### config.mk
export PLATFORM = sky130hd
export DESIGN_NAME = ula_8_bits_controller
export DESIGN_NICKNAME = d
export VERILOG_FILES = /design/src/rtl/ula_8_bits_controller.sv
export SDC_FILE = /design/constraint.sdc
export NUM_CORES = 1
export LEC_CHECK = 0
export ABC_AREA = 1
export ABC_CLOCK_PERIOD_IN_PS = 1400
export CORE_AREA = 2 2 75 77
export CTS_CLUSTER_DIAMETER = 30
export CTS_CLUSTER_SIZE = 20
export DETAILED_ROUTE_END_ITERATION = 8
export DIE_AREA = 0 0 77 79
export HOLD_SLACK_MARGIN = 0.12
export PLACE_DENSITY = 0.82
export SKIP_LAST_GASP = 1
export SLEW_MARGIN = 25
export SYNTH_ARGS = -nofsm -noshare
export SYNTH_HDL_FRONTEND = slang
export SYNTH_SLANG_ARGS = --single-unit
export TNS_END_PERCENT = 50
### constraint.sdc
create_clock -name CLK -period 1.4 [get_ports CLK]
set_input_delay 0.28 -clock CLK [delete_from_list [all_inputs] [get_ports CLK]]
set_output_delay 0.28 -clock CLK [all_outputs]
set_load 0.01 [all_outputs]
### src/rtl/ula_8_bits_controller.sv
// ---------------------------------------------------------------------------
// ula_8_bits_controller
//
// Command front-end for the 8-bit ULA. A command (opcode, operands, operand
// selectors) is accepted over a valid/ready handshake, the ULA inputs are
// driven from registers and held for SETTLE_CYCLES, then the ULA result and
// carry are captured and returned over a second valid/ready handshake.
// An 8-bit accumulator and a carry flag allow chained and multi-byte work.
//
// Parameters
//   SETTLE_CYCLES  ULA settle time before S/COUT are sampled (1..15)
//
// Ports
//   CLK, RST                 clock, asynchronous active-high reset
//   CMD_VALID / CMD_READY    command handshake (ready only in IDLE)
//   CMD_OP[2:0]              000 add, 001 sub, 010 and, 011 or, 100 not A
//   CMD_A, CMD_B             operands
//   CMD_USE_ACC              replace operand A with the accumulator
//   CMD_USE_CARRY            drive ULA_CIN from the stored carry flag
//   RSP_VALID / RSP_READY    response handshake
//   RSP_DATA, RSP_COUT       captured result and carry (carry 0 for logic ops)
//   RSP_ZERO, RSP_ERR        result-is-zero, illegal opcode
//   ACC                      accumulator (observation)
//   ULA_A, ULA_B, ULA_X,
//   ULA_CIN                  registered ULA drive
//   ULA_S, ULA_COUT          ULA result
//
//   state  | meaning
//   IDLE   | waiting for a command, CMD_READY=1
//   ISSUE  | ULA inputs held, settle counter running
//   RESP   | response presented until RSP_READY
// ---------------------------------------------------------------------------
module ula_8_bits_controller #(
  parameter int unsigned SETTLE_CYCLES = 1
) (
  input  logic       CLK,
  input  logic       RST,
  input  logic       CMD_VALID,
  output logic       CMD_READY,
  input  logic [2:0] CMD_OP,
  input  logic [7:0] CMD_A,
  input  logic [7:0] CMD_B,
  input  logic       CMD_USE_ACC,
  input  logic       CMD_USE_CARRY,
  output logic       RSP_VALID,
  input  logic       RSP_READY,
  output logic [7:0] RSP_DATA,
  output logic       RSP_COUT,
  output logic       RSP_ZERO,
  output logic       RSP_ERR,
  output logic [7:0] ACC,
  output logic       ULA_CIN,
  output logic [7:0] ULA_A,
  output logic [7:0] ULA_B,
  output logic [2:0] ULA_X,
  input  logic [7:0] ULA_S,
  input  logic       ULA_COUT
);

  // Out-of-range settle values are clamped so the counter never starts at
  // zero (which would wrap) or overflows its 4-bit width.
  localparam logic [3:0] SETTLE_LOAD =
    (SETTLE_CYCLES == 0)  ? 4'd1  :
    (SETTLE_CYCLES > 15)  ? 4'd15 :
                            4'(SETTLE_CYCLES);

  localparam logic [2:0] OP_ADD = 3'b000;
  localparam logic [2:0] OP_SUB = 3'b001;
  localparam logic [2:0] OP_NOT = 3'b100;

  typedef enum logic [1:0] {
    ST_IDLE  = 2'd0,
    ST_ISSUE = 2'd1,
    ST_RESP  = 2'd2
  } state_t;

  state_t     state_q, state_d;
  logic [3:0] cnt_q, cnt_d;
  logic [7:0] acc_q, acc_d;
  logic       carry_q, carry_d;
  logic [7:0] ula_a_q, ula_a_d;
  logic [7:0] ula_b_q, ula_b_d;
  logic [2:0] ula_x_q, ula_x_d;
  logic       ula_cin_q, ula_cin_d;
  logic [7:0] rsp_data_q, rsp_data_d;
  logic       rsp_cout_q, rsp_cout_d;
  logic       rsp_zero_q, rsp_zero_d;
  logic       rsp_err_q, rsp_err_d;

  logic       op_legal;
  logic       op_arith;
  logic       settle_done;

  assign op_legal    = (CMD_OP <= OP_NOT);
  // Carry is meaningful only for add/sub; decided from the held opcode so
  // the capture does not depend on CMD_* after acceptance.
  assign op_arith    = (ula_x_q == OP_ADD) || (ula_x_q == OP_SUB);
  assign settle_done = (cnt_q == 4'd1);

  always_comb begin
    state_d    = state_q;
    cnt_d      = cnt_q;
    acc_d      = acc_q;
    carry_d    = carry_q;
    ula_a_d    = ula_a_q;
    ula_b_d    = ula_b_q;
    ula_x_d    = ula_x_q;
    ula_cin_d  = ula_cin_q;
    rsp_data_d = rsp_data_q;
    rsp_cout_d = rsp_cout_q;
    rsp_zero_d = rsp_zero_q;
    rsp_err_d  = rsp_err_q;

    case (state_q)
      ST_IDLE: begin
        if (CMD_VALID) begin
          if (op_legal) begin
            ula_a_d   = CMD_USE_ACC ? acc_q : CMD_A;
            ula_b_d   = CMD_B;
            ula_x_d   = CMD_OP;
            ula_cin_d = CMD_USE_CARRY & carry_q;
            cnt_d     = SETTLE_LOAD;
            state_d   = ST_ISSUE;
          end else begin
            // Illegal op answers immediately and leaves ULA drive,
            // accumulator and carry untouched.
            rsp_data_d = 8'h00;
            rsp_cout_d = 1'b0;
            rsp_zero_d = 1'b1;
            rsp_err_d  = 1'b1;
            state_d    = ST_RESP;
          end
        end
      end

      ST_ISSUE: begin
        if (settle_done) begin
          cnt_d      = 4'd0;
          rsp_data_d = ULA_S;
          rsp_zero_d = (ULA_S == 8'h00);
          rsp_err_d  = 1'b0;
          rsp_cout_d = op_arith & ULA_COUT;
          carry_d    = op_arith & ULA_COUT;
          acc_d      = ULA_S;
          state_d    = ST_RESP;
        end else begin
          cnt_d = cnt_q - 4'd1;
        end
      end

      ST_RESP: begin
        if (RSP_READY) begin
          state_d = ST_IDLE;
        end
      end

      default: begin
        state_d = ST_IDLE;
      end
    endcase
  end

  always_ff @(posedge CLK or posedge RST) begin
    if (RST) begin
      state_q    <= ST_IDLE;
      cnt_q      <= 4'd0;
      acc_q      <= 8'h00;
      carry_q    <= 1'b0;
      ula_a_q    <= 8'h00;
      ula_b_q    <= 8'h00;
      ula_x_q    <= 3'b000;
      ula_cin_q  <= 1'b0;
      rsp_data_q <= 8'h00;
      rsp_cout_q <= 1'b0;
      rsp_zero_q <= 1'b0;
      rsp_err_q  <= 1'b0;
    end else begin
      state_q    <= state_d;
      cnt_q      <= cnt_d;
      acc_q      <= acc_d;
      carry_q    <= carry_d;
      ula_a_q    <= ula_a_d;
      ula_b_q    <= ula_b_d;
      ula_x_q    <= ula_x_d;
      ula_cin_q  <= ula_cin_d;
      rsp_data_q <= rsp_data_d;
      rsp_cout_q <= rsp_cout_d;
      rsp_zero_q <= rsp_zero_d;
      rsp_err_q  <= rsp_err_d;
    end
  end

  assign CMD_READY = (state_q == ST_IDLE);
  assign RSP_VALID = (state_q == ST_RESP);
  assign RSP_DATA  = rsp_data_q;
  assign RSP_COUT  = rsp_cout_q;
  assign RSP_ZERO  = rsp_zero_q;
  assign RSP_ERR   = rsp_err_q;
  assign ACC       = acc_q;
  assign ULA_A     = ula_a_q;
  assign ULA_B     = ula_b_q;
  assign ULA_X     = ula_x_q;
  assign ULA_CIN   = ula_cin_q;

endmodule

==> flow_metrics.py <==
metrics = {
    "cts": {
        "ctsHtreeMaxLevel": 2,
        "clk_latency_ns": 0.30,
        "cts_buffer_depth": 2,
        "cts_buffers": 5,
        "clock-sinks": 46,
        "root_buffer": "clkbuf_8",
        "ctsHoldBuffers": 0,
        "clk_pin_slew_ns": 0.09,
        "cts_tree": "built",
    },
    "setup_path": {
        "reg2regPathDepth": 7,
        "crit_type": "flip-flop to primary output",
        "required_ns": 1.12,
        "worstPathArrival_ns": 1.19,
        "critPathMaxStageDelay_ns": 0.54,
        "startpoint_type": "flip-flop",
        "path_depth": 1,
        "worstSetupEndpointType": "primary output",
        "slowest_stage": "clkdlybuf4s50_1",
        "crit_path_end": "RSP_DATA[6]",
        "critical_path_buf_inv_count": 1,
        "r2r_start": "state_q[1]",
        "cp_cell_sequence": "clkdlybuf4s50_1",
        "r2r-end": "ACC[6]",
        "timing.critical_path.from": "RSP_DATA[6]",
        "path_max_fanout": 2,
        "r2r_slack_ns": -0.02,
        "path_delay_family": "buffers and inverters",
    },
    "synth": {
        "syn_inst": 220,
        "syn_area_per_cell_sq_um": 9.11,
        "ys_types": 24,
        "yosysSeqAreaShare_pct": 57.4,
        "yosys-top-cells-area": "dfrtp_1, nand2_1, o21ai_0",
        "synth_area_leader_cell": "dfrtp_1",
        "synth_fp_nets": 256,
        "synth-seq-cells": 46,
        "synth_top_area_share_pct": 57.4,
        "netlist_area_sq_mm": 0.00200,
        "ys_warn_count": 0,
    },
    "global_route": {
        "grt_pass1_wl_microns": 7580,
        "grt_usage_pct": 15.9,
        "grt_pass1_vias": 1629,
        "antenna_found_initial": 0,
        "grt_max_degree": 47,
        "globalRouteOverflowTotal": 0,
    },
    "floorplanning": {
        "ios": 75,
        "die_h_microns": 79,
        "num_rows": 27,
        "die_area_sq_mm": 0.00608,
        "start_util_pct": 37.6,
        "core_sq_mm": 0.00534,
        "chipWidth_microns": 77,
    },
    "power": {
        "power.leakage_nw": 1.68,
        "peakVddDrop_mv": 0.832,
        "pwr-share-seq_pct": 36.6,
        "power.density_mw_per_mm2": 2050,
        "cell_internal_pwr_w": 0.00393,
        "clkPwrFrac_pct": 15.1,
        "p_switching_w": 0.00243,
        "power_frac_comb_pct": 48.3,
        "swShare_pct": 38.2,
    },
    "timing": {
        "rsz0062_at_grt": "yes",
        "slew_violations": 0,
        "fmaxAchievable_ghz": 0.681,
        "setup-violations-final": 14,
        "hold_viol_final": 0,
        "fin_skew_ns": 0.0110,
        "fin_crit_sh_pct": 105,
        "worst_pin_slew_ns": 0.242,
        "final_period_minus_worst_setup_slack_ns": 1.47,
        "setup_slack_ns": -0.0695,
        "relSlewSlack_pct": 83.9,
    },
    "layout": {
        "layout.nets": 352,
        "final_util_pct": 58.2,
        "drive_above_1_share_pct": 18.9,
        "final_cells": 389,
        "syn2layout_area_growth_pct": 55.1,
        "antenna_cells": 0,
    },
    "drt": {
        "wl_met2_microns": 2520,
        "totalWireLength_microns": 5090,
        "dr.pass1.iters": 4,
        "vias": 1773,
        "route.detailed.drc": 0,
        "postRouteAntennaNets": 0,
        "top_layer_used": "met4",
        "drt_iter0_drc": 113,
        "post_drt_via_cell_ratio": 4.56,
        "met3WireLength_microns": 234,
        "wire_per_inst_microns": 13.1,
        "met1_length_microns": 2280,
    },
    "placed_design": {
        "post-place-ws_ns": -0.225,
        "gp_congestion": 0.837,
        "dp_hpwl_microns": 3550,
        "dp.cells": 371,
        "portBuffers": 74,
    },
    "hold_path": {
        "hold_class": "input port to async pin",
    },
    "run_status": {
        "violations": "negative setup slack",
        "status": "finished, violations left",
    },
    "job": {
        "max-cap-violations": 0,
    },
}
==> cell families (layout without fill, tap and decap cells) <==
family                     after synthesis  after routing  synth area share, %
adders and majority gates                2              2                 1.25
AOI/OAI and AO/OA                       23             23                 6.06
xor gates and xnor gates                 1              1                0.437
buffers and inverters                   22            118                 6.05
and+or+nand+nor                        122            123                 26.5
muxes                                    4              4                 2.25
DFF                                     46             46                 57.4
==> layer usage <==
metal	track usage, %	vias to the layer above
met5	0	-
met4	5.00	0
met3	3.30	4
met2	26.2	54
met1	21.1	837
li1	-	878
==> registers in the layout (all words and copies together), names as in the netlist <==
signal / count
ULA_B: 8
ACC: 8
state_q: 2
carry_q: 1
ULA_A: 8
RSP_ERR: 1
RSP_ZERO: 1
RSP_COUT: 1
ULA_X: 3
RSP_DATA: 8
cnt_q: 4
ULA_CIN: 1
==> worst min path at each step <==
stage / startpoint / end / slack [ns] / cells after the start
floorplan: RSP_READY / state_q[1] / 0.37 / 1
global placement: RSP_DATA[5] / RSP_DATA[5] / 0.46 / 2
detailed placement: RSP_DATA[3] / RSP_DATA[3] / 0.46 / 2
CTS: RST / ULA_A[0] / 0.34 / 3
global route: RST / ULA_A[1] / 0.34 / 3
finish: RST / ACC[6] / 0.33 / 3
==> metrics by stage <==
step | total power [W] | TNS (ns) | hold WS [ns] | instance area, sq um
5_1_grt | 0.00680 | -1.50 | 0.336 | 3110
3_3_place_gp | 0.00525 | -4.50 | 0.461 | 2870
2_1_floorplan | 0.00377 | 0 | 0.366 | 2000
3_5_place_dp | 0.00533 | -6.18 | 0.462 | 2870
6_report | 0.00636 | -0.566 | 0.328 | 3110
4_1_cts | 0.00618 | -1.67 | 0.339 | 2990
==> area by class of cell <==
type	count	area, sq um
well taps	72	90.1
clock inverters	3	40.0
clock buffers	5	68.8
repair inverters	1	8.76
fillers	483	2230
inverters	16	76.3
multi-input cells	153	788
repair buffers	93	885
flip-flops and latches	46	1150
==> what timing repair did <==
item                                   4_1_cts  5_1_grt
gates cloned                                 0        2
setup buffers                                4        4
endpoints found under the hold margin        0        0
gates resized for setup                     26       30
pin swaps                                    0        3
setup endpoints to repair                   51       44
==> cells in the mapped netlist <==
cell       n
ha_1       2
nor2_1     9
nand3_1    3
mux2_2     4
nand3_4    2
inv_4      1
buf_12     1
nand3_2    2
nor2_4     2
inv_1     13
o31ai_1    1
buf_6      2
a21oi_1    4
nor2_2     1
dfrtp_1   46
nand2_2    5
a21oi_2    1
o21ai_0   12
inv_2      1
nand2_1   98
buf_2      3
o21ai_1    5
clkinv_2   1
xor2_1     1
==> power by group through the flow <==
| stage | clock (W) | combinational (W) | sequential, W |
|---|---|---|---|
| floorplan | 0 | 0.00123 | 0.00255 |
| global placement | 0 | 0.00289 | 0.00235 |
| detailed placement | 0 | 0.00297 | 0.00236 |
| CTS | 0.000974 | 0.00288 | 0.00232 |
| global route | 0.00105 | 0.00335 | 0.00240 |
| finish | 0.000962 | 0.00307 | 0.00232 |
==> layout by cell type (no fill, tap or decap), types with 2 or more instances in the layout <==
cell              n
dlymetal6s2s_1    8
nand3_2           2
nand3_4           3
nor2_1            9
clkinv_2          3
buf_4            17
a21oi_1           3
clkbuf_8          5
clkdlybuf4s50_1  41
nand3_1           3
nand2_1          93
o21ai_0           8
nor2_4            3
dfrtp_1          46
nand2_2          10
o21ai_2           2
inv_1            12
mux2_2            4
o21ai_1           7
dlygate4sd2_1    24
Note: power is estimated with default switching activity, not from simulation.
